`src/rtl/mem_stage_vl.sv`:
```
// MEM stage for a variable-latency data memory: holds the instruction until its in-order data_ok, zero added latency.
// Backpressure: mem_allowin drops while waiting on memory or WB; early responses are buffered; flushed requests are counted and their responses dropped.
module mem_stage_vl #(
    parameter int DATA_W  = 32,
    parameter int SIDE_W  = 80,
    parameter int MAX_OUT = 3
) (
    input  logic              clk,
    input  logic              reset,
    input  logic              flush,
    input  logic              ex_to_mem_valid,
    input  logic              ex_mem_req,
    input  logic [31:0]       ex_pc,
    input  logic [DATA_W-1:0] ex_alu_result,
    input  logic              ex_rf_we,
    input  logic [4:0]        ex_rf_waddr,
    input  logic              ex_ld,
    input  logic [1:0]        ex_ld_size,
    input  logic              ex_ld_unsigned,
    input  logic [SIDE_W-1:0] ex_side,
    output logic              mem_allowin,
    input  logic              data_ok,
    input  logic [DATA_W-1:0] rdata,
    input  logic              wb_allowin,
    output logic              mem_to_wb_valid,
    output logic              mem_wb_rf_we,
    output logic [4:0]        mem_wb_rf_waddr,
    output logic [DATA_W-1:0] mem_wb_rf_wdata,
    output logic [31:0]       mem_wb_pc,
    output logic [SIDE_W-1:0] mem_wb_side,
    output logic              mem_fwd_stall,
    output logic              mem_discard_busy
);
    localparam int CW   = $clog2(MAX_OUT + 1);
    localparam int OFFW = $clog2(DATA_W / 8);

    logic              mem_valid_q, mem_valid_d;
    logic              req_q, rf_we_q, ld_q, ld_uns_q;
    logic [1:0]        ld_size_q;
    logic [4:0]        waddr_q;
    logic [31:0]       pc_q;
    logic [DATA_W-1:0] alu_q;
    logic [SIDE_W-1:0] side_q;
    logic              got_q, got_d;
    logic [DATA_W-1:0] rbuf_q, rbuf_d;
    logic [CW-1:0]     disc_q, disc_d;
    logic [CW:0]       disc_sum;

    logic              own_ok, ready_go, load_en, capture;
    logic              inc_mem, inc_ex, dec_disc;
    logic [DATA_W-1:0] ld_data, shifted, ext;
    logic [OFFW-1:0]   off;

    // While older cancelled responses are pending, every data_ok belongs to them.
    assign own_ok      = data_ok & (disc_q == '0);
    assign ready_go    = ~req_q | got_q | own_ok;
    assign mem_allowin = ~mem_valid_q | (ready_go & wb_allowin);
    assign load_en     = ex_to_mem_valid & mem_allowin & ~flush;
    assign capture     = own_ok & mem_valid_q & req_q & ~got_q;

    always_comb begin
        mem_valid_d = mem_valid_q;
        if (flush)
            mem_valid_d = 1'b0;
        else if (mem_allowin)
            mem_valid_d = ex_to_mem_valid;
    end

    always_comb begin
        got_d  = got_q;
        rbuf_d = rbuf_q;
        if (flush || load_en) begin
            got_d = 1'b0;
        end else if (capture) begin
            got_d  = 1'b1;
            rbuf_d = rdata;
        end
    end

    assign inc_mem  = flush & mem_valid_q & req_q & ~got_q & ~own_ok;
    assign inc_ex   = flush & ex_to_mem_valid & ex_mem_req;
    assign dec_disc = data_ok & (disc_q != '0);
    assign disc_sum = {1'b0, disc_q} + (CW+1)'(inc_mem) + (CW+1)'(inc_ex) - (CW+1)'(dec_disc);
    assign disc_d   = disc_sum[CW-1:0];

    always_ff @(posedge clk or posedge reset) begin
        if (reset) begin
            mem_valid_q <= 1'b0;
            req_q       <= 1'b0;
            rf_we_q     <= 1'b0;
            ld_q        <= 1'b0;
            ld_uns_q    <= 1'b0;
            ld_size_q   <= 2'b00;
            waddr_q     <= 5'd0;
            pc_q        <= 32'd0;
            alu_q       <= '0;
            side_q      <= '0;
            got_q       <= 1'b0;
            rbuf_q      <= '0;
            disc_q      <= '0;
        end else begin
            mem_valid_q <= mem_valid_d;
            got_q       <= got_d;
            rbuf_q      <= rbuf_d;
            disc_q      <= disc_d;
            if (load_en) begin
                req_q     <= ex_mem_req;
                rf_we_q   <= ex_rf_we;
                ld_q      <= ex_ld;
                ld_uns_q  <= ex_ld_unsigned;
                ld_size_q <= ex_ld_size;
                waddr_q   <= ex_rf_waddr;
                pc_q      <= ex_pc;
                alu_q     <= ex_alu_result;
                side_q    <= ex_side;
            end
        end
    end

    // Lane select assumes naturally aligned accesses.
    assign ld_data = got_q ? rbuf_q : rdata;
    assign off     = alu_q[OFFW-1:0];
    assign shifted = ld_data >> {off, 3'b000};

    always_comb begin
        ext = shifted;
        case (ld_size_q)
            2'b00:   ext = ld_uns_q ? DATA_W'(shifted[7:0])  : DATA_W'($signed(shifted[7:0]));
            2'b01:   ext = ld_uns_q ? DATA_W'(shifted[15:0]) : DATA_W'($signed(shifted[15:0]));
            2'b10:   ext = ld_uns_q ? DATA_W'(shifted[31:0]) : DATA_W'($signed(shifted[31:0]));
            default: ext = shifted;
        endcase
    end

    assign mem_to_wb_valid  = mem_valid_q & ready_go;
    assign mem_wb_rf_we     = rf_we_q & mem_valid_q;
    assign mem_wb_rf_waddr  = waddr_q;
    assign mem_wb_rf_wdata  = ld_q ? ext : alu_q;
    assign mem_wb_pc        = pc_q;
    assign mem_wb_side      = side_q;
    assign mem_fwd_stall    = mem_valid_q & req_q & ld_q & ~got_q & ~own_ok;
    assign mem_discard_busy = (disc_q != '0);

    a_disc_range: assert property (@(posedge clk) disable iff (reset)
        disc_sum <= (CW+1)'(MAX_OUT));
    a_no_dword32: assert property (@(posedge clk) disable iff (reset)
        !(DATA_W == 32 && mem_valid_q && ld_q && ld_size_q == 2'b11));
endmodule

```
`config.mk`:
```
export PLATFORM = sky130hd
export DESIGN_NAME = mem_stage_vl
export DESIGN_NICKNAME = d
export VERILOG_FILES = /design/src/rtl/mem_stage_vl.sv
export SDC_FILE = /design/constraint.sdc
export NUM_CORES = 1
export LEC_CHECK = 0
export CELL_PAD_IN_SITES_DETAIL_PLACEMENT = 0
export CELL_PAD_IN_SITES_GLOBAL_PLACEMENT = 2
export CORE_MARGIN = 2
export CORE_UTILIZATION = 28
export DETAILED_ROUTE_END_ITERATION = 10
export PLACE_DENSITY = 0.87
export SYNTH_ARGS = -nofsm -noshare
export SYNTH_HDL_FRONTEND = slang
export SYNTH_SLANG_ARGS = --single-unit
```
`constraint.sdc`:
```
create_clock -name clk -period 7.4 [get_ports clk]
set_input_delay 0.74 -clock clk [delete_from_list [all_inputs] [get_ports clk]]
set_output_delay 0.74 -clock clk [all_outputs]
set_load 0.02 [all_outputs]
```
==> impl_metrics.sql <==
INSERT INTO impl_metrics (metric_group, metric, value, unit) VALUES
('outcome', 'outcome', 'finished clean', ''),
('clock_network', 'ctsHoldBuffers', '0', ''),
('sta', 'finalCriticalPeriod', '4.412', 'ns'),
('clock_network', 'cts_num_sinks', '191', ''),
('synth', 'syn_nets', '818', ''),
('floorplanning', 'initial_utilization', '28.58', '%'),
('critical_path', 'critPathRequiredTime', '6.66', 'ns'),
('worst_hold_path', 'min_to', 'rbuf_q[26]', ''),
('drt', 'initialDrtViolationCount', '433', ''),
('place', 'numPortBuffers', '346', ''),
('drt', 'wire_per_inst', '20.49', 'µm'),
('clock_network', 'number_of_clock_buffers_inserted_by_tritoncts', '17', ''),
('clock_network', 'post_cts_resized', '0', ''),
('synth', 'post_synth_inst_count', '623', ''),
('place', 'place_ws', '3.396', 'ns'),
('drt', 'met2_length', '13.59', 'mm'),
('clock_network', 'tritoncts', 'yes', ''),
('floorplanning', 'num_rows', '63', ''),
('sta', 'timing.final.setup_violations', '0', ''),
('sta', 'grt_setup_unrepaired', 'false', ''),
('clock_network', 'clock_latency_on_the_worst_skew_pair', '0.44', 'ns'),
('clock_network', 'ctsRootBufferMaster', 'sky130_fd_sc_hd__clkbuf_16', ''),
('job', 'timing.max_cap.violations', '0', ''),
('floorplanning', 'coreArea', '29800', 'µm²'),
('drt', 'detailroute.wirelength.met3', '2.586', 'mm'),
('drt', 'detail-route-antenna-nets', '0', ''),
('global_route', 'first_global_vias', '6735', ''),
('sta', 'timing_max_transition_violations_final', '0', ''),
('critical_path', 'timing.reg2reg.setup_slack', '4.25', 'ns'),
('critical_path', 'cp_max_fo', '40', ''),
('synth', 'ys_ff_latch', '191', ''),
('sta', 'worst_clock_skew', '0.02870', 'ns'),
('drt', 'drc_errors', '0', ''),
('clock_network', 'cts.repair_timing.setup_buffer_count', '0', ''),
('drt', 'route.top_layer_used', 'met5', ''),
('synth', 'synth_seq_area_share', '56.14', '%'),
('synth', 'synthTopCellsByCount', 'sky130_fd_sc_hd__mux2_2 (194), sky130_fd_sc_hd__dfrtp_1 (191), sky130_fd_sc_hd__nor2_1 (33)', ''),
('clock_network', 'htree_num_levels', '4', ''),
('drt', 'route.layer.met1.wl', '11.24', 'mm'),
('critical_path', 'setup.worst_path.start_class', 'register', ''),
('drt', 'firstDrtPassIters', '5', ''),
('floorplanning', 'dieHeight', '178.4', 'µm'),
('finish', 'nets', '1148', ''),
('sta', 'post-route-worst-setup-slack', '2.988', 'ns'),
('power_and_ir_drop', 'worst_ir_drop_vdd', '0.1321', 'mV'),
('global_route', 'grt_first_pass_wirelength', '41.01', 'mm'),
('power_and_ir_drop', 'power.density_cell_area', '288.8', 'nW/µm²'),
('critical_path', 'reg2reg_depth', '5', ''),
('global_route', 'antenna_found_initial', '4', ''),
('global_route', 'grt_overflow', '0', ''),
('synth', 'synth_cell_types', '40', ''),
('synth', 'avgSynthCellArea', '13.67', 'µm²'),
('clock_network', 'clock_path_buffers', '2', ''),
('sta', 'max_slew_margin', '23.80', '%'),
('worst_hold_path', 'min_delay_path_depth', '1', ''),
('critical_path', 'worstReg2RegEnd', 'mem_wb_pc[17]', ''),
('place', 'detailedPlacementHpwl', '20.78', 'mm'),
('finish', 'share_of_layout_cells_above_drive_strength_1', '25.16', '%'),
('synth', 'synthTopCellsByArea', 'sky130_fd_sc_hd__dfrtp_1 (56%), sky130_fd_sc_hd__mux2_2 (26%), sky130_fd_sc_hd__mux2i_1 (3.1%)', ''),
('critical_path', 'cp.arrival', '3.67', 'ns'),
('critical_path', 'worstReg2RegStart', 'got_q', ''),
('worst_hold_path', 'hold_start', 'rbuf_q[26]', ''),
('drt', 'vias', '6483', ''),
('clock_network', 'cts.reportedPaths.clkPinSlew', '0.08', 'ns'),
('synth', 'primary_ff_master_synth', 'sky130_fd_sc_hd__dfrtp_1', ''),
('global_route', 'grt_use_total', '17.19', '%'),
('synth', 'synth-edff-count', '0', ''),
('sta', 'post-route-period-util', '59.62', '%'),
('sta', 'final_hold_viol_count', '0', ''),
('global_route', 'pin_count_of_the_biggest_net_entering_global_routing', '101', ''),
('place', 'place_congestion', '0.8379', '');
[area by class of cell]
type,count,area (µm²)
Antenna cell,3,7.507
Clock buffer,18,439.2
Clock inverter,14,163.9
Fill cell,2784,16830
Inverter,7,33.78
Multi-Input combinational cell,383,3535
Sequential cell,191,4781
Tap cell,390,488.0
Timing Repair Buffer,353,3516
[power by group]
part / total [µW] / switching, µW / internal (µW)
Combinational: 1370 / 655 / 715
Sequential: 1430 / 142 / 1280
Clock: 949 / 482 / 466
Total: 3740 / 1280 / 2460
[logic make-up (layout without fill, tap and decap cells)]
kind of cell	count (synthesis)	after routing	synth area share, %
mux	227	227	30.08
flops	191	191	56.14
compound gates	81	81	6.686
simple gates	71	71	3.806
buf+inv	49	392	2.704
fa+ha+maj	2	2	0.3821
xor+xnor	2	2	0.2058
other cells	0	3	0
[registers in the layout, summed over array words and instances, names as in the netlist, 2 cells and up]
signal           cells
mem_wb_pc           32
mem_wb_rf_waddr      5
alu_q               32
ld_size_q            2
disc_q               2
rbuf_q              32
mem_wb_side         80
[critical path, stage by stage (launching register included)]
cell and delay, ns:
sky130_fd_sc_hd__dfrtp_2 1.04, sky130_fd_sc_hd__mux4_2 0.65, sky130_fd_sc_hd__a22o_1 0.22, sky130_fd_sc_hd__nand3b_1 0.54, sky130_fd_sc_hd__a31oi_1 0.18, sky130_fd_sc_hd__clkdlybuf4s50_1 0.61
[per-stage QoR]
stage,utilization (%),hold slack (ns),cell area [µm²],power (µW),instances
6_report,43.51,0.4953,12960,3744,1359
5_1_grt,43.49,0.5166,12960,3937,1357
4_1_cts,43.48,0.4988,12960,3807,1356
3_5_place_dp,41.46,0.4812,12350,2829,1324
3_3_place_gp,41.46,0.4730,12350,2810,1324
2_1_floorplan,-,0.4640,8514,2143,623
[how the worst max path moves through the flow]
| stage | endpoint | slack, ns | depth (start not counted) |
|---|---|---|---|
| final | mem_wb_rf_wdata[31] | 2.99 | 5 |
| after global routing | mem_wb_rf_wdata[23] | 2.78 | 5 |
| after CTS | mem_wb_rf_wdata[31] | 2.92 | 5 |
| after detailed placement | mem_wb_rf_wdata[16] | 3.40 | 6 |
| after global placement | mem_wb_rf_wdata[31] | 3.41 | 6 |
| after floorplan | alu_q[0] | 1.46 | 1 |
[layer usage]
| layer | up-vias | track usage [%] |
|---|---|---|
| li1 | 2938 | - |
| met1 | 3238 | 21.19 |
| met2 | 280 | 28.76 |
| met3 | 25 | 5.669 |
| met4 | 2 | 4.776 |
| met5 | - | 0 |
[layout by cell type (no fill, tap or decap), types with 7 or more instances in the layout]
| cell | instances |
|---|---|
| sky130_fd_sc_hd__dfrtp_1 | 190 |
| sky130_fd_sc_hd__mux2_2 | 194 |
| sky130_fd_sc_hd__buf_4 | 7 |
| sky130_fd_sc_hd__o2bb2ai_1 | 8 |
| sky130_fd_sc_hd__a31oi_1 | 22 |
| sky130_fd_sc_hd__nand2_1 | 19 |
| sky130_fd_sc_hd__a221o_1 | 8 |
| sky130_fd_sc_hd__clkbuf_16 | 17 |
| sky130_fd_sc_hd__mux2i_1 | 26 |
| sky130_fd_sc_hd__o22ai_1 | 24 |
| sky130_fd_sc_hd__nor2_1 | 33 |
| sky130_fd_sc_hd__clkdlybuf4s50_1 | 346 |
No activity file was read; power rests on OpenSTA's default activity.
